### src/rtl/fft_bitrev_loader_if.sv
// ---------------------------------------------------------------------------
// fft_bitrev_loader_if
// Bundles the sample stream handshake and the RAM port A write bus of the
// bit-reversing FFT loader.
//   i_s_data   : input sample ([31:16] real, [15:0] imaginary)
//   i_s_valid  : i_s_data is valid
//   o_s_ready  : loader accepts a sample this cycle
//   o_ram_addr : RAM port A address (bit-reversed sample index)
//   o_ram_data : RAM port A write data
//   o_ram_we   : RAM port A write enable
// modport master : the loader side (consumes the stream, drives the RAM bus)
// modport slave  : the environment side (sample source and RAM)
// ---------------------------------------------------------------------------
interface fft_bitrev_loader_if #(
  parameter int LOG2N_MAX = 10,
  parameter int DATA_W    = 32
);
  logic [DATA_W-1:0]    i_s_data;
  logic                 i_s_valid;
  logic                 o_s_ready;
  logic [LOG2N_MAX-1:0] o_ram_addr;
  logic [DATA_W-1:0]    o_ram_data;
  logic                 o_ram_we;

  modport master (
    input  i_s_data, i_s_valid,
    output o_s_ready, o_ram_addr, o_ram_data, o_ram_we
  );

  modport slave (
    output i_s_data, i_s_valid,
    input  o_s_ready, o_ram_addr, o_ram_data, o_ram_we
  );
endinterface

### src/rtl/fft_bitrev_loader.sv
// ---------------------------------------------------------------------------
// fft_bitrev_loader
// Input stage of the FFT datapath. Accepts a frame of N = 2^k complex samples
// over a valid/ready stream and writes sample n to RAM address bitrev_k(n), so
// the in-place butterfly engine produces naturally ordered output. After the
// frame is resident the block holds off input until the FFT core releases the
// RAM with i_fft_done.
// Ports:
//   i_clk, i_rst   : clock, synchronous active-high reset
//   i_start        : start a frame (honoured only when idle)
//   i_log2n        : transform size exponent, clamped to [3, LOG2N_MAX]
//   bus            : stream input + RAM port A write bus (master modport)
//   o_busy         : high while loading or holding a frame
//   o_frame_done   : one-cycle pulse once the last RAM write has committed
//   i_fft_done     : FFT core finished with the RAM; returns the block to idle
// ---------------------------------------------------------------------------
module fft_bitrev_loader #(
  parameter int LOG2N_MAX = 10,
  parameter int DATA_W    = 32
) (
  input  logic                i_clk,
  input  logic                i_rst,
  input  logic                i_start,
  input  logic [3:0]          i_log2n,
  fft_bitrev_loader_if.master bus,
  output logic                o_busy,
  output logic                o_frame_done,
  input  logic                i_fft_done
);

  localparam logic [3:0]         K_MIN   = 4'd3;
  localparam logic [3:0]         K_MAX   = LOG2N_MAX[3:0];
  localparam logic [LOG2N_MAX:0] CNT_ONE = {{LOG2N_MAX{1'b0}}, 1'b1};

  typedef enum logic [1:0] {IDLE, LOAD, HOLD} state_t;

  state_t               r_state;
  logic [LOG2N_MAX:0]   r_count;
  logic [3:0]           r_k;
  logic                 r_s_ready;
  logic                 r_ram_we;
  logic [LOG2N_MAX-1:0] r_ram_addr;
  logic [DATA_W-1:0]    r_ram_data;
  logic                 r_busy;
  logic                 r_frame_done;

  logic [3:0]           w_k_clamped;
  logic [LOG2N_MAX:0]   w_last_idx;
  logic [LOG2N_MAX-1:0] w_rev_full;
  logic [LOG2N_MAX-1:0] w_rev_addr;
  logic                 w_xfer;

  always_comb begin
    w_k_clamped = i_log2n;
    if (i_log2n < K_MIN)
      w_k_clamped = K_MIN;
    else if (i_log2n > K_MAX)
      w_k_clamped = K_MAX;
  end

  // Index of the final sample of the frame, N-1.
  assign w_last_idx = (CNT_ONE << r_k) - CNT_ONE;

  // Reverse all LOG2N_MAX counter bits, then shift right so only the low k
  // bits survive reversed: bit j ends up as counter bit (k-1-j), upper bits 0.
  for (genvar gi = 0; gi < LOG2N_MAX; gi++) begin : g_rev
    assign w_rev_full[gi] = r_count[LOG2N_MAX-1-gi];
  end
  assign w_rev_addr = w_rev_full >> (K_MAX - r_k);

  // r_s_ready is only ever set in LOAD, so it alone qualifies the transfer.
  assign w_xfer = bus.i_s_valid && r_s_ready;

  always_ff @(posedge i_clk) begin
    if (i_rst) begin
      r_state      <= IDLE;
      r_count      <= '0;
      r_k          <= K_MIN;
      r_s_ready    <= 1'b0;
      r_ram_we     <= 1'b0;
      r_ram_addr   <= '0;
      r_ram_data   <= '0;
      r_busy       <= 1'b0;
      r_frame_done <= 1'b0;
    end else begin
      r_ram_we     <= 1'b0;
      r_frame_done <= 1'b0;
      case (r_state)
        IDLE: begin
          if (i_start) begin
            r_k       <= w_k_clamped;
            r_count   <= '0;
            r_s_ready <= 1'b1;
            r_busy    <= 1'b1;
            r_state   <= LOAD;
          end
        end
        LOAD: begin
          if (w_xfer) begin
            r_ram_we   <= 1'b1;
            r_ram_data <= bus.i_s_data;
            r_ram_addr <= w_rev_addr;
            r_count    <= r_count + CNT_ONE;
            if (r_count == w_last_idx) begin
              r_s_ready <= 1'b0;
              r_state   <= HOLD;
            end
          end
        end
        HOLD: begin
          // The last write is on the bus during the first HOLD cycle; the
          // done pulse follows it so the frame is committed when it fires.
          r_frame_done <= r_ram_we;
          if (i_fft_done) begin
            r_busy  <= 1'b0;
            r_state <= IDLE;
          end
        end
        default: r_state <= IDLE;
      endcase
    end
  end

  assign bus.o_s_ready  = r_s_ready;
  assign bus.o_ram_we   = r_ram_we;
  assign bus.o_ram_addr = r_ram_addr;
  assign bus.o_ram_data = r_ram_data;
  assign o_busy         = r_busy;
  assign o_frame_done   = r_frame_done;

endmodule

### src/flat_wrapper.sv
// flat-port wrapper written by rule: the top's interface ports become plain ports
module fft_bitrev_loader_flat 
#(
  parameter int LOG2N_MAX = 10,
  parameter int DATA_W    = 32
)
  (i_clk, i_rst, i_start, i_log2n, o_busy, o_frame_done, i_fft_done, bus_i_s_data, bus_i_s_valid, bus_o_s_ready, bus_o_ram_addr, bus_o_ram_data, bus_o_ram_we);
  fft_bitrev_loader_if #(.LOG2N_MAX(LOG2N_MAX), .DATA_W(DATA_W)) bus_i ();
  input  logic i_clk;
  input  logic i_rst;
  input  logic i_start;
  input  logic [3:0] i_log2n;
  output logic o_busy;
  output logic o_frame_done;
  input  logic i_fft_done;
  input wire logic [$bits(bus_i.i_s_data)-1:0] bus_i_s_data;
  input wire logic [$bits(bus_i.i_s_valid)-1:0] bus_i_s_valid;
  output wire logic [$bits(bus_i.o_s_ready)-1:0] bus_o_s_ready;
  output wire logic [$bits(bus_i.o_ram_addr)-1:0] bus_o_ram_addr;
  output wire logic [$bits(bus_i.o_ram_data)-1:0] bus_o_ram_data;
  output wire logic [$bits(bus_i.o_ram_we)-1:0] bus_o_ram_we;
  assign bus_i.i_s_data = bus_i_s_data;
  assign bus_i.i_s_valid = bus_i_s_valid;
  assign bus_o_s_ready = bus_i.o_s_ready;
  assign bus_o_ram_addr = bus_i.o_ram_addr;
  assign bus_o_ram_data = bus_i.o_ram_data;
  assign bus_o_ram_we = bus_i.o_ram_we;
  fft_bitrev_loader #(.LOG2N_MAX(LOG2N_MAX), .DATA_W(DATA_W)) u_core (.i_clk(i_clk), .i_rst(i_rst), .i_start(i_start), .i_log2n(i_log2n), .bus(bus_i), .o_busy(o_busy), .o_frame_done(o_frame_done), .i_fft_done(i_fft_done));
endmodule
### config.mk
export PLATFORM = sky130hd
export DESIGN_NAME = fft_bitrev_loader_flat
export DESIGN_NICKNAME = d
export VERILOG_FILES = /design/src/rtl/fft_bitrev_loader_if.sv /design/src/rtl/fft_bitrev_loader.sv /design/src/flat_wrapper.sv
export SDC_FILE = /design/constraint.sdc
export NUM_CORES = 1
export LEC_CHECK = 0
export CORE_ASPECT_RATIO = 1.4
export CORE_UTILIZATION = 30
export DETAILED_ROUTE_END_ITERATION = 7
export PLACE_DENSITY = 0.61
export SKIP_CTS_REPAIR_TIMING = 1
export SLEW_MARGIN = 20
export SYNTH_ARGS = -nofsm -noshare
export SYNTH_HDL_FRONTEND = slang
export SYNTH_SLANG_ARGS = --single-unit
export TNS_END_PERCENT = 50
### constraint.sdc
create_clock -name i_clk -period 6.43 [get_ports i_clk]
set_clock_uncertainty 0.1 [all_clocks]
set_input_delay 1.929 -clock i_clk [delete_from_list [all_inputs] [get_ports i_clk]]
set_output_delay 1.929 -clock i_clk [all_outputs]
set_load 0.05 [all_outputs]
==> results <==
- The worst setup slack after placement is 2.26 ns.
- The first TritonRoute pass finished after 4 iterations.
- The vias per cell is 4.83.
- Compared with the post-synthesis result, the final layout area differs by 39.2%.
- In this run the power spent charging and discharging nets is 0.254 mW.
- The part of the total power dissipated in combinational logic is 14.4%.
- The cell count of the worst reg-to-reg path is 8.
- After detailed routing, the number of remaining DRC violations is 0.
- During placement, the flow inserted port buffers numbering 86.
- The sequential standard cell area is 1260 sq um.
- Clock tree synthesis inserted a total of 9 buffers.
- The overall die area is 10,700 sq um.
- At the worst endpoint, the required time is 6.53 ns.
- The number of global-route vias before repair is 2,847.
- The dominant register cell in the synthesized netlist is sky130_fd_sc_hd__dfxtp_1.
- The tool flagged a number of max-cap violations equal to 0.
- The clock latency on the worst-skew pair is 0.32 ns.
- The number of standard cells after synthesis is 392.
- Of the synthesized area, sequential elements account for 40.7%.
- The pin count of the biggest net entering global routing is 56.
- The number of hold violations in the final report is 0.
- Setup repair after global routing left no endpoint under its margin.
- The kind of critical path is input port to flip-flop.
- Ranked by total cell area, the synthesized netlist is headed by sky130_fd_sc_hd__dfxtp_1 41%, sky130_fd_sc_hd__nand2_1 11%, sky130_fd_sc_hd__a21oi_1 7.6%.
- The tree built by TritonCTS fans out to 63 sinks.
- STA classifies the critical path endpoint as a flip-flop.
- The number of instances in the placed design is 590.
- The final core utilization is 43.4%.
- The maximum fanout count along the critical path is 19.
- The total overflow reported by the global router is 0.
- Yosys instantiated no cell more often than sky130_fd_sc_hd__nand2_1.
- The netlist area before placement is 3100 sq um.
- Clock tree synthesis selected as its root buffer the cell sky130_fd_sc_hd__clkbuf_16.
- The initial antenna violation count came to 0.
- The timing-limited maximum frequency is 0.262 GHz.
- The net count of the finished layout is 514.
- After synthesis, the largest area contributor takes up 40.7% of total cell area.
- The startpoint kind of the worst setup timing path is an input port.
- Power comes to 0.995 mW.
- The starting utilization of the core area is 31.1%.
- The final weighted congestion in routability-driven placement is 0.859.
- From left edge to right edge, the die measures 87.9 um.
- Dividing total power by cell area gives a power density of 231 nW/um^2.
- The per-cell routed wire length is 13.2 um.
- Counting every net in the synthesized netlist gives 440.
- The longest clock path from root to sink contains 2 buffers.
- The aggregate global-route resource usage is 15.1%.
- The portion of total power attributed to the clock network is 44.6%.
- The die is 122 um tall.
- The region available for standard cell placement spans 9950 sq um.
- The finished layout holds 606 standard cells, fillers aside.
- The data arrival time of the critical path is 3.92 ns.
- The final-report max-slew violation count came to 0.
- Sorting the synthesized cells by how often they occur yields 87 x sky130_fd_sc_hd__nand2_1, 63 x sky130_fd_sc_hd__dfxtp_1, 47 x sky130_fd_sc_hd__a21oi_1.
- After clock tree synthesis, the clock-pin slew on the worst setup and hold paths is 0.05 ns.
- The detail route stage leaves a number of antenna-violating nets equal to 0.
- The relative contribution of sequential cells to total power is 41.0%.
- The min-delay analysis places its worst path in the category flip-flop to flip-flop.
- The worst-case headroom to the max-slew limit is 34.4%.
- The internal power of the cells totals 0.741 mW.
- The HPWL reported at the end of detailed placement is 5820 um.
- The maximum level of the CTS H-tree is 3.
- The total number of vias is 2,926.
- The hold path depth is 2.
- The number of diodes is 0.
- The number of rows in the core area is 43.
- The final routed wirelength across all metal layers is 8000 um.
- The number of storage elements in the synthesis netlist is 63.
- The first global-routing pass estimated 12,800 um of wire.
- The count of boundary I/O pins is 87.
- The proportion of total power due to net switching is 25.5%.
- The number of setup violations in the final report is 0.
- In this run the register-to-register setup slack is 3.31 ns.
- The worst path in the final design needs a cycle of 3.82 ns, including I/O delays and setup.
- For this design the static power due to leakage is 1.52 nW.
- The largest total area in the synthesized netlist belongs to sky130_fd_sc_hd__dfxtp_1.
- Of all flip-flops after synthesis, the portion carrying an async set or reset was 0%.
- The final setup TNS is 0 ns.
- The run finished with clean final reports.
- Dividing the synthesized area by the synthesized cell count gives 7.91 sq um.
- Across the VDD grid, the largest voltage drop is 105 uV.
- The slew of the pin with the lowest slew margin is 0.984 ns.
- In the final layout, the multi-input gates occupy 1720 sq um.
- The first routing iteration left 102 violations.
- After filler insertion, the fill cell instance count of the layout stands at 989.
- The TritonCTS clock tree is built.
- The count of flip-flops with a built-in enable after synthesis is 0.
- The fraction of layout cells with a size suffix above 1 is 5.31%.
- The worst path uses 59.3% of the clock period.
- The final worst setup slack is 2.61 ns.
- The number of warning messages in the yosys log is 0.
- The number of unique standard cell types used by synthesis is 47.
metrics by stage:
stage	cell area [sq um]	hold slack, ns
floorplan	3100	0.398
global placement	4040	0.340
detailed placement	4040	0.345
CTS	4320	0.353
global route	4320	0.366
finish	4320	0.350
cell type report:
cell class / count / area share [%]
Multi-Input combinational cell: 299 / 39.8
Sequential cell: 63 / 29.2
Timing Repair Buffer: 88 / 20.2
Clock buffer: 13 / 6.03
Tap cell: 135 / 3.91
Inverter: 5 / 0.435
Clock inverter: 3 / 0.406
sequential cells by signal (all words and copies together) (netlist names):
register and cells:
u_core.r_state 2, u_core.bus.o_s_ready 1, u_core.bus.o_ram_we 1, u_core.o_busy 1, u_core.o_frame_done 1, u_core.bus.o_ram_addr 10, u_core.r_k 4, u_core.r_count 11
u_core.bus.o_ram_data 32
worst paths after layout:
path,end,from
hold / removal,u_core.bus.o_ram_data[21],u_core.bus.o_ram_data[21]
setup reg to reg,u_core.bus.o_s_ready,u_core.r_k[0]
setup / recovery,u_core.r_count[5],bus_i_s_valid
hold reg to reg,u_core.bus.o_ram_data[21],u_core.bus.o_ram_data[21]
cells by family after synthesis:
kind of cell	Yosys count	synth area share (%)
and+or+nand+nor	172	25.6
AOI/OAI and AO/OA	82	15.3
muxes	12	4.36
DFF	63	40.7
xor gates and xnor gates	26	7.35
buffers and inverters	30	3.96
adders and majority gates	7	2.83
placed cells by master (no fill, tap or decap), types with 3 or more instances in the layout:
cell,Yosys,routed
sky130_fd_sc_hd__clkdlybuf4s50_1,0,85
sky130_fd_sc_hd__nor2b_1,4,3
sky130_fd_sc_hd__clkbuf_16,0,9
sky130_fd_sc_hd__nor4_1,3,3
sky130_fd_sc_hd__a31oi_1,3,3
sky130_fd_sc_hd__a21oi_1,47,47
sky130_fd_sc_hd__nor2_1,37,37
sky130_fd_sc_hd__o21ai_0,12,12
sky130_fd_sc_hd__nand2_1,87,87
sky130_fd_sc_hd__dfxtp_1,63,63
sky130_fd_sc_hd__nand3b_1,7,7
sky130_fd_sc_hd__and3_1,4,4
sky130_fd_sc_hd__nor3_1,4,4
sky130_fd_sc_hd__nand3_1,9,9
sky130_fd_sc_hd__a22oi_1,5,5
sky130_fd_sc_hd__mux2i_1,9,9
sky130_fd_sc_hd__xor2_1,18,18
sky130_fd_sc_hd__ha_1,7,7
sky130_fd_sc_hd__nand2b_1,5,5
sky130_fd_sc_hd__inv_1,4,4
sky130_fd_sc_hd__xnor2_1,8,8
worst max-delay path, cell delays in order:
cell	delay, ns
sky130_fd_sc_hd__clkdlybuf4s50_1	0.48
sky130_fd_sc_hd__nand4b_1	0.63
sky130_fd_sc_hd__nand2_1	0.25
sky130_fd_sc_hd__and4_1	0.30
sky130_fd_sc_hd__nand3_1	0.12
sky130_fd_sc_hd__xor2_1	0.16
sky130_fd_sc_hd__nor2_1	0.06
per-layer routing:
layer | share of wire (%) | routed length [um] | up-vias | GRT usage, %
li1 | - | - | 1484 | -
met1 | 41 | 3310 | 1356 | 15.7
met2 | 51 | 4110 | 79 | 28.2
met3 | 6.1 | 489 | 7 | 3.43
met4 | 1.2 | 93 | 0 | 6.56
met5 | 0 | 0 | - | 0
power by group through the flow:
stage	Clock, mW	Sequential [mW]	Combinational (mW)
detailed placement	0	0.416	0.143
finish	0.444	0.408	0.143
floorplan	0	0.430	0.0769
global route	0.469	0.409	0.156
CTS	0.455	0.408	0.143
global placement	0	0.416	0.141
Power figures use the tool's default switching activity.
